$ cat src/rtl/reqc_s_queue_pkg.sv
`default_nettype none
// ============================================================================
//  Module      : reqc_s_queue_pkg
//  Description : Shared sizing constants for the arbiter request queue.
//  Revision    : 1.0 - initial release
// ============================================================================
package reqc_s_queue_pkg;

    localparam int REQC_DW    = 36;             // request word width
    localparam int REQC_AW    = 2;              // RAM address width
    localparam int REQC_DEPTH = 1 << REQC_AW;   // queue depth (4)

    // Pointer/count increment of the full pointer width (slot bits + wrap bit)
    localparam logic [REQC_AW:0] REQC_PTR_ONE  = (REQC_AW+1)'(1);
    localparam logic [REQC_AW:0] REQC_PTR_ZERO = '0;

endpackage : reqc_s_queue_pkg
`default_nettype wire

$ cat src/rtl/reqc_s_queue_if.sv
`default_nettype none
// ============================================================================
//  Module      : reqc_s_queue_if
//  Description : Producer/consumer handshake bundle of the request queue.
//                slave = the queue, master = the surrounding logic.
//  Revision    : 1.0 - initial release
// ============================================================================
interface reqc_s_queue_if
    import reqc_s_queue_pkg::*;
#(
    parameter int DW = REQC_DW,
    parameter int AW = REQC_AW
) ();

    logic           flush;
    logic           req_valid;
    logic           req_ready;
    logic [DW-1:0]  req_data;
    logic           out_valid;
    logic           out_ready;
    logic [DW-1:0]  out_data;
    logic [AW:0]    count;
    logic           err_ovf;
    logic           err_unf;

    modport slave (
        input  flush, req_valid, req_data, out_ready,
        output req_ready, out_valid, out_data, count, err_ovf, err_unf
    );

    modport master (
        output flush, req_valid, req_data, out_ready,
        input  req_ready, out_valid, out_data, count, err_ovf, err_unf
    );

endinterface : reqc_s_queue_if
`default_nettype wire

$ cat src/rtl/reqc_s_1r1w.sv
`default_nettype none
// ============================================================================
//  Module      : reqc_s_1r1w
//  Description : 1-read/1-write RAM with registered read address. Read data
//                is the array word at the registered address, so a write and
//                an address update on the same edge are visible together.
//  Revision    : 1.0 - initial release
// ============================================================================
module reqc_s_1r1w
    import reqc_s_queue_pkg::*;
#(
    parameter int DW = REQC_DW,
    parameter int AW = REQC_AW
) (
    input  wire logic           clk,
    input  wire logic           rst_n,
    input  wire logic           wen_i,
    input  wire logic [AW-1:0]  wadr_i,
    input  wire logic [DW-1:0]  wdata_i,
    input  wire logic [AW-1:0]  radr_i,
    output logic      [DW-1:0]  rdata_o
);

    localparam int DEPTH = 1 << AW;

    logic [DW-1:0] mem_q [DEPTH];
    logic [AW-1:0] radr_q;

    // Storage array: contents are deliberately not reset
    always_ff @(posedge clk) begin
        if (wen_i) begin
            mem_q[wadr_i] <= wdata_i;
        end
    end

    // Read address register; reset only so read data is defined after reset
    always_ff @(posedge clk or negedge rst_n) begin
        if (!rst_n) begin
            radr_q <= '0;
        end else begin
            radr_q <= radr_i;
        end
    end

    assign rdata_o = mem_q[radr_q];

endmodule : reqc_s_1r1w
`default_nettype wire

$ cat src/rtl/reqc_s_queue.sv
`default_nettype none
// ============================================================================
//  Module      : reqc_s_queue
//  Description : 4-entry show-ahead request queue controller. Pointers carry
//                a wrap bit to tell full from empty; the RAM read address is
//                the next-state read pointer so the oldest word is always
//                presented without a fetch cycle.
//  Revision    : 1.0 - initial release
// ============================================================================
module reqc_s_queue
    import reqc_s_queue_pkg::*;
(
    input  wire logic       clk,
    input  wire logic       rst_n,
    reqc_s_queue_if.slave   q_if
);

    logic [REQC_AW:0] wptr_q,  wptr_d;
    logic [REQC_AW:0] rptr_q,  rptr_d;
    logic [REQC_AW:0] count_q, count_d;
    logic             err_ovf_q, err_ovf_d;
    logic             err_unf_q, err_unf_d;

    logic             full;
    logic             req_ready;
    logic             out_valid;
    logic             push;
    logic             pop;

    // Ready depends only on registered pointers: no out_ready -> req_ready path
    assign full      = (wptr_q[REQC_AW-1:0] == rptr_q[REQC_AW-1:0]) &
                       (wptr_q[REQC_AW] != rptr_q[REQC_AW]);
    assign req_ready = ~full;
    assign out_valid = (count_q != REQC_PTR_ZERO);
    assign push      = q_if.req_valid & req_ready;
    assign pop       = out_valid & q_if.out_ready;

    // Next-state pointers, occupancy and sticky error flags
    always_comb begin
        wptr_d    = wptr_q;
        rptr_d    = rptr_q;
        count_d   = count_q;
        err_ovf_d = err_ovf_q | (q_if.req_valid & ~req_ready);
        err_unf_d = err_unf_q | (q_if.out_ready & ~out_valid);
        if (q_if.flush) begin
            // Flush wins over any push/pop issued in the same cycle
            wptr_d  = REQC_PTR_ZERO;
            rptr_d  = REQC_PTR_ZERO;
            count_d = REQC_PTR_ZERO;
        end else begin
            wptr_d = wptr_q + (push ? REQC_PTR_ONE : REQC_PTR_ZERO);
            rptr_d = rptr_q + (pop  ? REQC_PTR_ONE : REQC_PTR_ZERO);
            unique case ({push, pop})
                2'b10:   count_d = count_q + REQC_PTR_ONE;
                2'b01:   count_d = count_q - REQC_PTR_ONE;
                default: count_d = count_q;
            endcase
        end
    end

    // Controller state registers
    always_ff @(posedge clk or negedge rst_n) begin
        if (!rst_n) begin
            wptr_q    <= '0;
            rptr_q    <= '0;
            count_q   <= '0;
            err_ovf_q <= 1'b0;
            err_unf_q <= 1'b0;
        end else begin
            wptr_q    <= wptr_d;
            rptr_q    <= rptr_d;
            count_q   <= count_d;
            err_ovf_q <= err_ovf_d;
            err_unf_q <= err_unf_d;
        end
    end

    reqc_s_1r1w #(
        .DW (REQC_DW),
        .AW (REQC_AW)
    ) u_ram (
        .clk     (clk),
        .rst_n   (rst_n),
        .wen_i   (push & ~q_if.flush),
        .wadr_i  (wptr_q[REQC_AW-1:0]),
        .wdata_i (q_if.req_data),
        .radr_i  (rptr_d[REQC_AW-1:0]),
        .rdata_o (q_if.out_data)
    );

    assign q_if.req_ready = req_ready;
    assign q_if.out_valid = out_valid;
    assign q_if.count     = count_q;
    assign q_if.err_ovf   = err_ovf_q;
    assign q_if.err_unf   = err_unf_q;

endmodule : reqc_s_queue
`default_nettype wire
$ cat src/flat_wrapper.sv
// flat-port wrapper written by rule: the top's interface ports become plain ports
module reqc_s_queue_flat import reqc_s_queue_pkg::*;
  (clk, rst_n, q_if_flush, q_if_req_valid, q_if_req_data, q_if_out_ready, q_if_req_ready, q_if_out_valid, q_if_out_data, q_if_count, q_if_err_ovf, q_if_err_unf);
  reqc_s_queue_if q_if_i ();
  input  wire logic clk;
  input  wire logic rst_n;
  input wire logic [$bits(q_if_i.flush)-1:0] q_if_flush;
  input wire logic [$bits(q_if_i.req_valid)-1:0] q_if_req_valid;
  input wire logic [$bits(q_if_i.req_data)-1:0] q_if_req_data;
  input wire logic [$bits(q_if_i.out_ready)-1:0] q_if_out_ready;
  output wire logic [$bits(q_if_i.req_ready)-1:0] q_if_req_ready;
  output wire logic [$bits(q_if_i.out_valid)-1:0] q_if_out_valid;
  output wire logic [$bits(q_if_i.out_data)-1:0] q_if_out_data;
  output wire logic [$bits(q_if_i.count)-1:0] q_if_count;
  output wire logic [$bits(q_if_i.err_ovf)-1:0] q_if_err_ovf;
  output wire logic [$bits(q_if_i.err_unf)-1:0] q_if_err_unf;
  assign q_if_i.flush = q_if_flush;
  assign q_if_i.req_valid = q_if_req_valid;
  assign q_if_i.req_data = q_if_req_data;
  assign q_if_i.out_ready = q_if_out_ready;
  assign q_if_req_ready = q_if_i.req_ready;
  assign q_if_out_valid = q_if_i.out_valid;
  assign q_if_out_data = q_if_i.out_data;
  assign q_if_count = q_if_i.count;
  assign q_if_err_ovf = q_if_i.err_ovf;
  assign q_if_err_unf = q_if_i.err_unf;
  reqc_s_queue u_core (.clk(clk), .rst_n(rst_n), .q_if(q_if_i));
endmodule
$ cat config.mk
export PLATFORM = sky130hd
export DESIGN_NAME = reqc_s_queue_flat
export DESIGN_NICKNAME = d
export VERILOG_FILES = /design/src/rtl/reqc_s_queue_pkg.sv /design/src/rtl/reqc_s_queue_if.sv /design/src/rtl/reqc_s_1r1w.sv /design/src/rtl/reqc_s_queue.sv /design/src/flat_wrapper.sv
export SDC_FILE = /design/constraint.sdc
export NUM_CORES = 1
export LEC_CHECK = 0
export ABC_AREA = 1
export BUFFER_PORTS_ARGS = -buffer_cell sky130_fd_sc_hd__buf_2
export CAP_MARGIN = 25
export CORE_AREA = 4 4 128 130
export CTS_CLUSTER_DIAMETER = 100
export DETAILED_ROUTE_END_ITERATION = 10
export DIE_AREA = 0 0 132 134
export PLACE_DENSITY = 0.59
export RECOVER_POWER = 50
export SYNTH_ARGS = -nofsm -noshare
export SYNTH_HDL_FRONTEND = slang
export SYNTH_SLANG_ARGS = --single-unit
export TNS_END_PERCENT = 100
$ cat constraint.sdc
create_clock -name clk -period 4.75 [get_ports clk]
set_input_delay 0.2375 -clock clk [delete_from_list [all_inputs] [get_ports clk]]
set_output_delay 0.2375 -clock clk [all_outputs]
set_load 0.01 [all_outputs]
After elaboration in Yosys (flattened, before gate mapping)

Memories as Yosys holds them, arrays and structs flattened.
Cells that the tools add are included.

Add/sub/neg operators: 4
Equal/unequal tests: 4
Muxes and demuxes: 8
Bitwise logic cells: 11
Reduce and logical (&&, ||, !) cells: 2

Operators by type and width:

| operator                                                            | number |
|---|---|
| 3-bit two-way mux                                                   | 3 |
| 3-bit adder                                                         | 2 |
| 1-bit AND                                                           | 6 |
| 3-bit one-hot mux with 2 select lines                               | 1 |
| 3-bit nonzero test                                                  | 2 |
| 1-bit two-way mux                                                   | 4 |
| 3-bit by 1-bit adder with 3-bit output (second input constant)      | 1 |
| 1-bit inverter                                                      | 3 |
| 3-bit by 1-bit subtractor with 3-bit output (second input constant) | 1 |
| 2-bit by 1-bit == test with 1-bit output (second input constant)    | 1 |
| 2-bit == test                                                       | 1 |
| 2-bit == test (second input constant)                               | 1 |
| 1-bit bitwise OR                                                    | 2 |
| 1-bit != test                                                       | 1 |

Register bits: 13
RAM bits: 144
Bits of input ports: 41
Output and inout bits: 43
Logic and storage cells: 36
Memories: 1

Memories:

| memory             | words | width | read ports | clocked after Yosys merged registers in | wr ports | RTL line          | source |
|---|---|---|---|---|---|---|---|
| u_core.u_ram.mem_q | 4     | 36    | 1          | 0                                       | 1        | reqc_s_1r1w.sv:26 | `logic [DW-1:0] mem_q [DEPTH];` |

Logic depth before layout (Yosys ltp)

Depth after elaboration: 7
Mapped depth: 12
Depth with buffers taken out: 12

Modules after synthesis

Synthesis repeated with hierarchy kept, for this count alone.

Cell total of the unflattened synthesis: 648
Area, all modules: 6846.6 µm²

Modules (own cells, without submodules):

| module       | instances | cells each | area an instance (µm²) | seq. area each (µm²) |
|---|---|---|---|---|
| reqc_s_1r1w  | 1         | 573        | 6172.2                 | 4374.2 |
| reqc_s_queue | 1         | 75         | 674.4                  | 275.3 |

Worst setup path before layout

Ideal clock, no wire load.

Kind: reg2reg
Start: register u_core.rptr_q[0]
End: memory u_core.u_ram.mem_q[2][0] (netlist name) (enable)
Library setup time: 0.474 ns
Arrival time: 3.447 ns
Data required time: 4.276 ns
Slack: 0.829 ns
Stages on the path, launching flop included: 9
Path buffers: 1
Period minus slack after synthesis: 3.921 ns
Path through: dfrtp_1 buf_4 nand2_4 nand2_2 nand3_4 nand2_4 inv_2 nand2_1 nor3_1

Cells in the longest elaborated chain, start to end: 7

RTL lines:

| item                                    | RTL line           | source |
|---|---|---|
| from (decl)                             | reqc_s_queue.sv:19 | `logic [REQC_AW:0] rptr_q, rptr_d;` |
| from (signal assigned)                  | reqc_s_queue.sv:71 | `rptr_q <= rptr_d;` |
| 2-bit == test                           | reqc_s_queue.sv:31 | `assign full = (wptr_q[REQC_AW-1:0] == rptr_q[REQC_AW-1:0]) &` |
| 1-bit AND                               | reqc_s_queue.sv:31 |  |
| 1-bit inverter                          | reqc_s_queue.sv:33 | `assign req_ready = ~full;` |
| via q_if_req_ready                      | flat_wrapper.sv:11 | `output wire logic [$bits(q_if_i.req_ready)-1:0] q_if_req_ready;` |
| 1-bit AND                               | reqc_s_queue.sv:35 | `assign push = q_if.req_valid & req_ready;` |
| 1-bit AND                               | reqc_s_queue.sv:84 | `.wen_i (push & ~q_if.flush),` |
| 1-bit two-way mux                       | reqc_s_1r1w.sv:31  | `if (wen_i) begin` |
| 1-bit two-way mux (implied by the code) | reqc_s_1r1w.sv:32  | `mem_q[wadr_i] <= wdata_i;` |
| to (decl)                               | reqc_s_1r1w.sv:26  |  |

The timed path passes the listed nets, and every way through them passes these cells.

Final worst setup path

Start: register u_core.rptr_q[0]
End: memory u_core.u_ram.mem_q[0][24] (netlist name) (enable)

Cells in the longest elaborated chain, start to end: 7

RTL lines:

| item                                    | RTL line |
|---|---|
| 2-bit == test                           | reqc_s_queue.sv:31 |
| 1-bit AND                               | reqc_s_queue.sv:31 |
| 1-bit inverter                          | reqc_s_queue.sv:33 |
| 1-bit AND                               | reqc_s_queue.sv:35 |
| 1-bit AND                               | reqc_s_queue.sv:84 |
| 1-bit two-way mux                       | reqc_s_1r1w.sv:31 |
| 1-bit two-way mux (implied by the code) | reqc_s_1r1w.sv:32 |

Every way passes these cells.

==> impl_results.md <==
* Leak Pwr at 2.50 nW
* Most repeated cell in the gate-level netlist after synthesis: sky130_fd_sc_hd__edfxtp_1
* Worst min-delay path category: primary input to flip-flop
* I/O Pins at 84
* Clock insertion delay at the later pin of the skew report at just over 0.4 ns
* Total congestion overflow after global routing at 0
* Die Width at 132 µm
* Post-Synthesis Cell Area at between 5000 and 6000 µm²
* Leading area contributor after synthesis: sky130_fd_sc_hd__edfxtp_1
* Sequential element share of the synthesized area at 77.2%
* Count of standard-cell rows at 45
* Residual DRC at 0
* Cell chosen for the clock root: sky130_fd_sc_hd__clkbuf_16
* # resized after CTS at 0
* Cell count after placement at 678
* Final setup viols at 0
* Post-route worst setup slack at 1.81 ns
* Seq pwr share at 45.9%
* Type of element capturing the critical path: flip-flop
* Largest stage delay on the critical path at 0.87 ns
* Crit start category: flip-flop
* Flop2flop setup slack at 1.81 ns
* Endpoints failing hold at 0
* Total clock sinks at ~160
* Dominant cells by area after synthesis: sky130_fd_sc_hd__edfxtp_1, sky130_fd_sc_hd__o21ai_0, sky130_fd_sc_hd__nor2_1, sky130_fd_sc_hd__dfrtp_1, sky130_fd_sc_hd__o22ai_1
* Via count of the first global-routing pass at 3621
* Final worst-path cycle share at 62.0%
* Proportion of total power due to net switching at between 20 and 30%
* Most common cell type on the critical path: sky130_fd_sc_hd__nand2_1
* Critical path cell sequence: bufinv_8, nand2_1, nand2_1, nand3_1, nand2_1, inv_2, nand2_1, nor3_2, buf_4
* Detailed-route wire length at 12.4 mm
* Overall power consumption at 3.47 mW
* Register Area at 4600 µm²
* Final std cells w/o fill at 709
* Combined global-route utilization of all metal layers at between 10% and 20%
* Most used standard cells in the synthesized netlist: sky130_fd_sc_hd__edfxtp_1, sky130_fd_sc_hd__nor2_1, sky130_fd_sc_hd__o21ai_0
* Count of antenna diodes in the layout at 0
* Number of distinct library cells after synthesis at 26
* Starting DRC count in detailed routing at 309
* Power share of the clock group at 36.5%
* Num CTS Buffers at 17
* Clock tree buffer depth at 2
* Cell area after placement at 6610 µm²
* Number of antenna violations at the first check in global routing at 0
* Reg-to-Reg End: u_core.u_ram.mem_q[0][24]$_DFFE_PP_
* Worst slew margin relative to its limit at a little under half
* Global-route wire length before repair at 19.3 mm
* Pin count of the biggest net entering global routing at 74
* Core footprint at 15100 µm²
* Number of enable flip-flop cells after synthesis at 144
* Required time of the worst setup path at 4.80 ns
* Startpoint of the most critical register-to-register path: u_core.rptr_q[0]$_DFF_PN0_
* Final standard cell area without fillers at 7080 µm²
* Fill cells at 1333
* Die Ht at about 130 µm
* Maximum level of the CTS H-tree at 4
* Clock tree from TritonCTS: done
* Critical path depth in cells at 9
* Yosys synthesis warning count at 0
* Proportion of layout cells with a drive suffix above 1 at between 10% and 20%
* Actual transition at the worst max-transition pin at 0.821 ns
* Comb pwr share at about 18%
* Detailed Place HPWL at 7.23 mm
* Starting density of the core at about two fifths
* Critical Path Start: u_core.rptr_q[0]$_DFF_PN0_
* Layout overhead on the synthesized area at 18.9%
* Area of combinational cells with multiple inputs at 1170 µm²
* Layout Nets at between 500 and 600
* Setup TNS at 0 ns
* Buffers & Inverters on Critical Path at 3
* Port Buf Inserts at 83
* Routed Antenna Nets at 0
* Via count at 3565
* Worst vdd rail ir drop at 0.000237 V
* Number of storage elements in the synthesis netlist at 155
* Achievable frequency at about 0.34 GHz
* Internal Power at 2.52 mW
* Post-Place Worst Slack at between 2 and 2.5 ns
* Gate Count Post-Synth at 423
* Final RePlAce weighted congestion at 0.758
* Reported net switching power at between 0.9 and 1 mW
* Clk slew on worst S/H paths at 0.06 ns
* Top_reg_cell synth: sky130_fd_sc_hd__edfxtp_1
* Number of nets in the synthesized netlist at between 400 and 500
* Cell class contributing the biggest share of worst-path delay: buffers and inverters
* Die area at 17700 µm²
* CP endpoint: u_core.u_ram.mem_q[0][24]$_DFFE_PP_
* Worst reg-to-reg path cell count at 9
* Synthesized area per cell at roughly 14 µm²
* Setup CP Type: flip-flop to flip-flop
* Worst clock skew at 0.00784 ns
* Number of max-cap violations at 0
* Max-slew violations at 0
* Time the worst path needs with I/O delays and setup at 2.94 ns
* Cell area power density at 490 nW/µm²
* Slowest-stage cell, CP: sky130_fd_sc_hd__dfrtp_1
* 1st-pass router iterations at 4
* Routed wire length per instance at ~17 µm
* Asr flop ratio synth at under 10%
* Run status: finished, final reports clean
* Area share of the largest cell type after synthesis at roughly 73%
* Via/cell ratio at 5.03
* Worst Path Arrival at 2.99 ns
* Unrepaired setup endpoints after global routing: no
* Crit Path Max Fanout at 73
state kept, by name (all words and copies together) (netlist names):
name,count
u_core.u_ram.mem_q,144
u_core.q_if.count,3
u_core.rptr_q,3
u_core.wptr_q,3
u_core.q_if.err_ovf,1
u_core.q_if.err_unf,1
cells by family after synthesis:
| logic type | Yosys count | synth area share [%] |
|---|---|---|
| DFF | 155 | 77.2 |
| AOI/OAI and AO/OA | 117 | 10.9 |
| xor gates and xnor gates | 1 | 0.273 |
| and+or+nand+nor | 104 | 7.62 |
| buffers and inverters | 41 | 2.90 |
| adders and majority gates | 5 | 1.18 |
stage by stage:
stage,hold slack [ns],utilization (%)
global route,0.0754,46.8
detailed placement,0.139,43.6
global placement,0.126,43.5
CTS,0.0238,47.4
finish,0.0749,46.8
floorplan,-0.0581,-
routing by layer:
metal,global-route usage [%],vias to the layer above,share of wire (%)
met4,5.25,0,1.2
met1,18.1,1722,43
met3,3.79,12,5.2
li1,-,1736,-
met5,0,-,0
met2,23.4,95,50
cells in the final DEF, fill, tap and decap left out, types with 4 or more instances in the layout:
cell	instances
sky130_fd_sc_hd__clkinv_2	5
sky130_fd_sc_hd__buf_2	37
sky130_fd_sc_hd__clkbuf_16	17
sky130_fd_sc_hd__nand2_1	12
sky130_fd_sc_hd__nand3_1	6
sky130_fd_sc_hd__o21ai_0	74
sky130_fd_sc_hd__ha_1	4
sky130_fd_sc_hd__buf_4	5
sky130_fd_sc_hd__o22ai_1	36
sky130_fd_sc_hd__edfxtp_1	144
sky130_fd_sc_hd__dfrtp_1	10
sky130_fd_sc_hd__inv_1	16
sky130_fd_sc_hd__nor2_1	78
sky130_fd_sc_hd__clkbuf_1	47
sky130_fd_sc_hd__nor3_2	4
power by group through the flow:
stage               registers (mW)  clock network, mW  logic [mW]
floorplan                     1.60                  0       0.403
global placement              1.62                  0       0.620
detailed placement            1.62                  0       0.641
CTS                           1.60               1.29       0.643
global route                  1.60               1.36       0.685
finish                        1.59               1.27       0.611
cell type report:
class	instances	share of cell area (%)
sequential	155	64.9
inverter	19	1.20
clock buffer	18	6.06
clock inverter	12	1.78
tap	188	3.32
multi-input combinational	227	16.6
timing repair buffer	90	6.11
worst register-to-register path: stages, from the launching register on:
cell                       delay, ns
sky130_fd_sc_hd__dfrtp_1        0.87
sky130_fd_sc_hd__bufinv_8       0.45
sky130_fd_sc_hd__nand2_1        0.11
sky130_fd_sc_hd__nand2_1        0.05
sky130_fd_sc_hd__nand3_1        0.15
sky130_fd_sc_hd__nand2_1        0.12
sky130_fd_sc_hd__inv_2          0.07
sky130_fd_sc_hd__nand2_1        0.13
sky130_fd_sc_hd__nor3_2         0.13
sky130_fd_sc_hd__buf_4          0.49
how the worst min path moves through the flow:
stage / startpoint / end / slack [ns] / cells past startpoint
after global placement: rst_n / u_core.q_if.count[2]$_DFFE_PN0P_ / 0.13 / 1
after CTS: q_if_req_data[7] / u_core.u_ram.mem_q[2][7]$_DFFE_PP_ / 0.02 / 1
after floorplan: rst_n / u_core.q_if.count[0]$_DFFE_PN0P_ / -0.06 / 0
final: q_if_out_ready / u_core.q_if.err_unf$_DFF_PN0_ / 0.07 / 3
after detailed placement: rst_n / u_core.q_if.count[2]$_DFFE_PN0P_ / 0.14 / 1
after global routing: q_if_out_ready / u_core.q_if.err_unf$_DFF_PN0_ / 0.08 / 3
what timing repair did:
action	4_1_cts	5_1_grt
setup buffers	0	0
endpoints found under the hold margin	11	0
hold buffers	1	0
No activity file was read; power rests on OpenSTA's default activity.
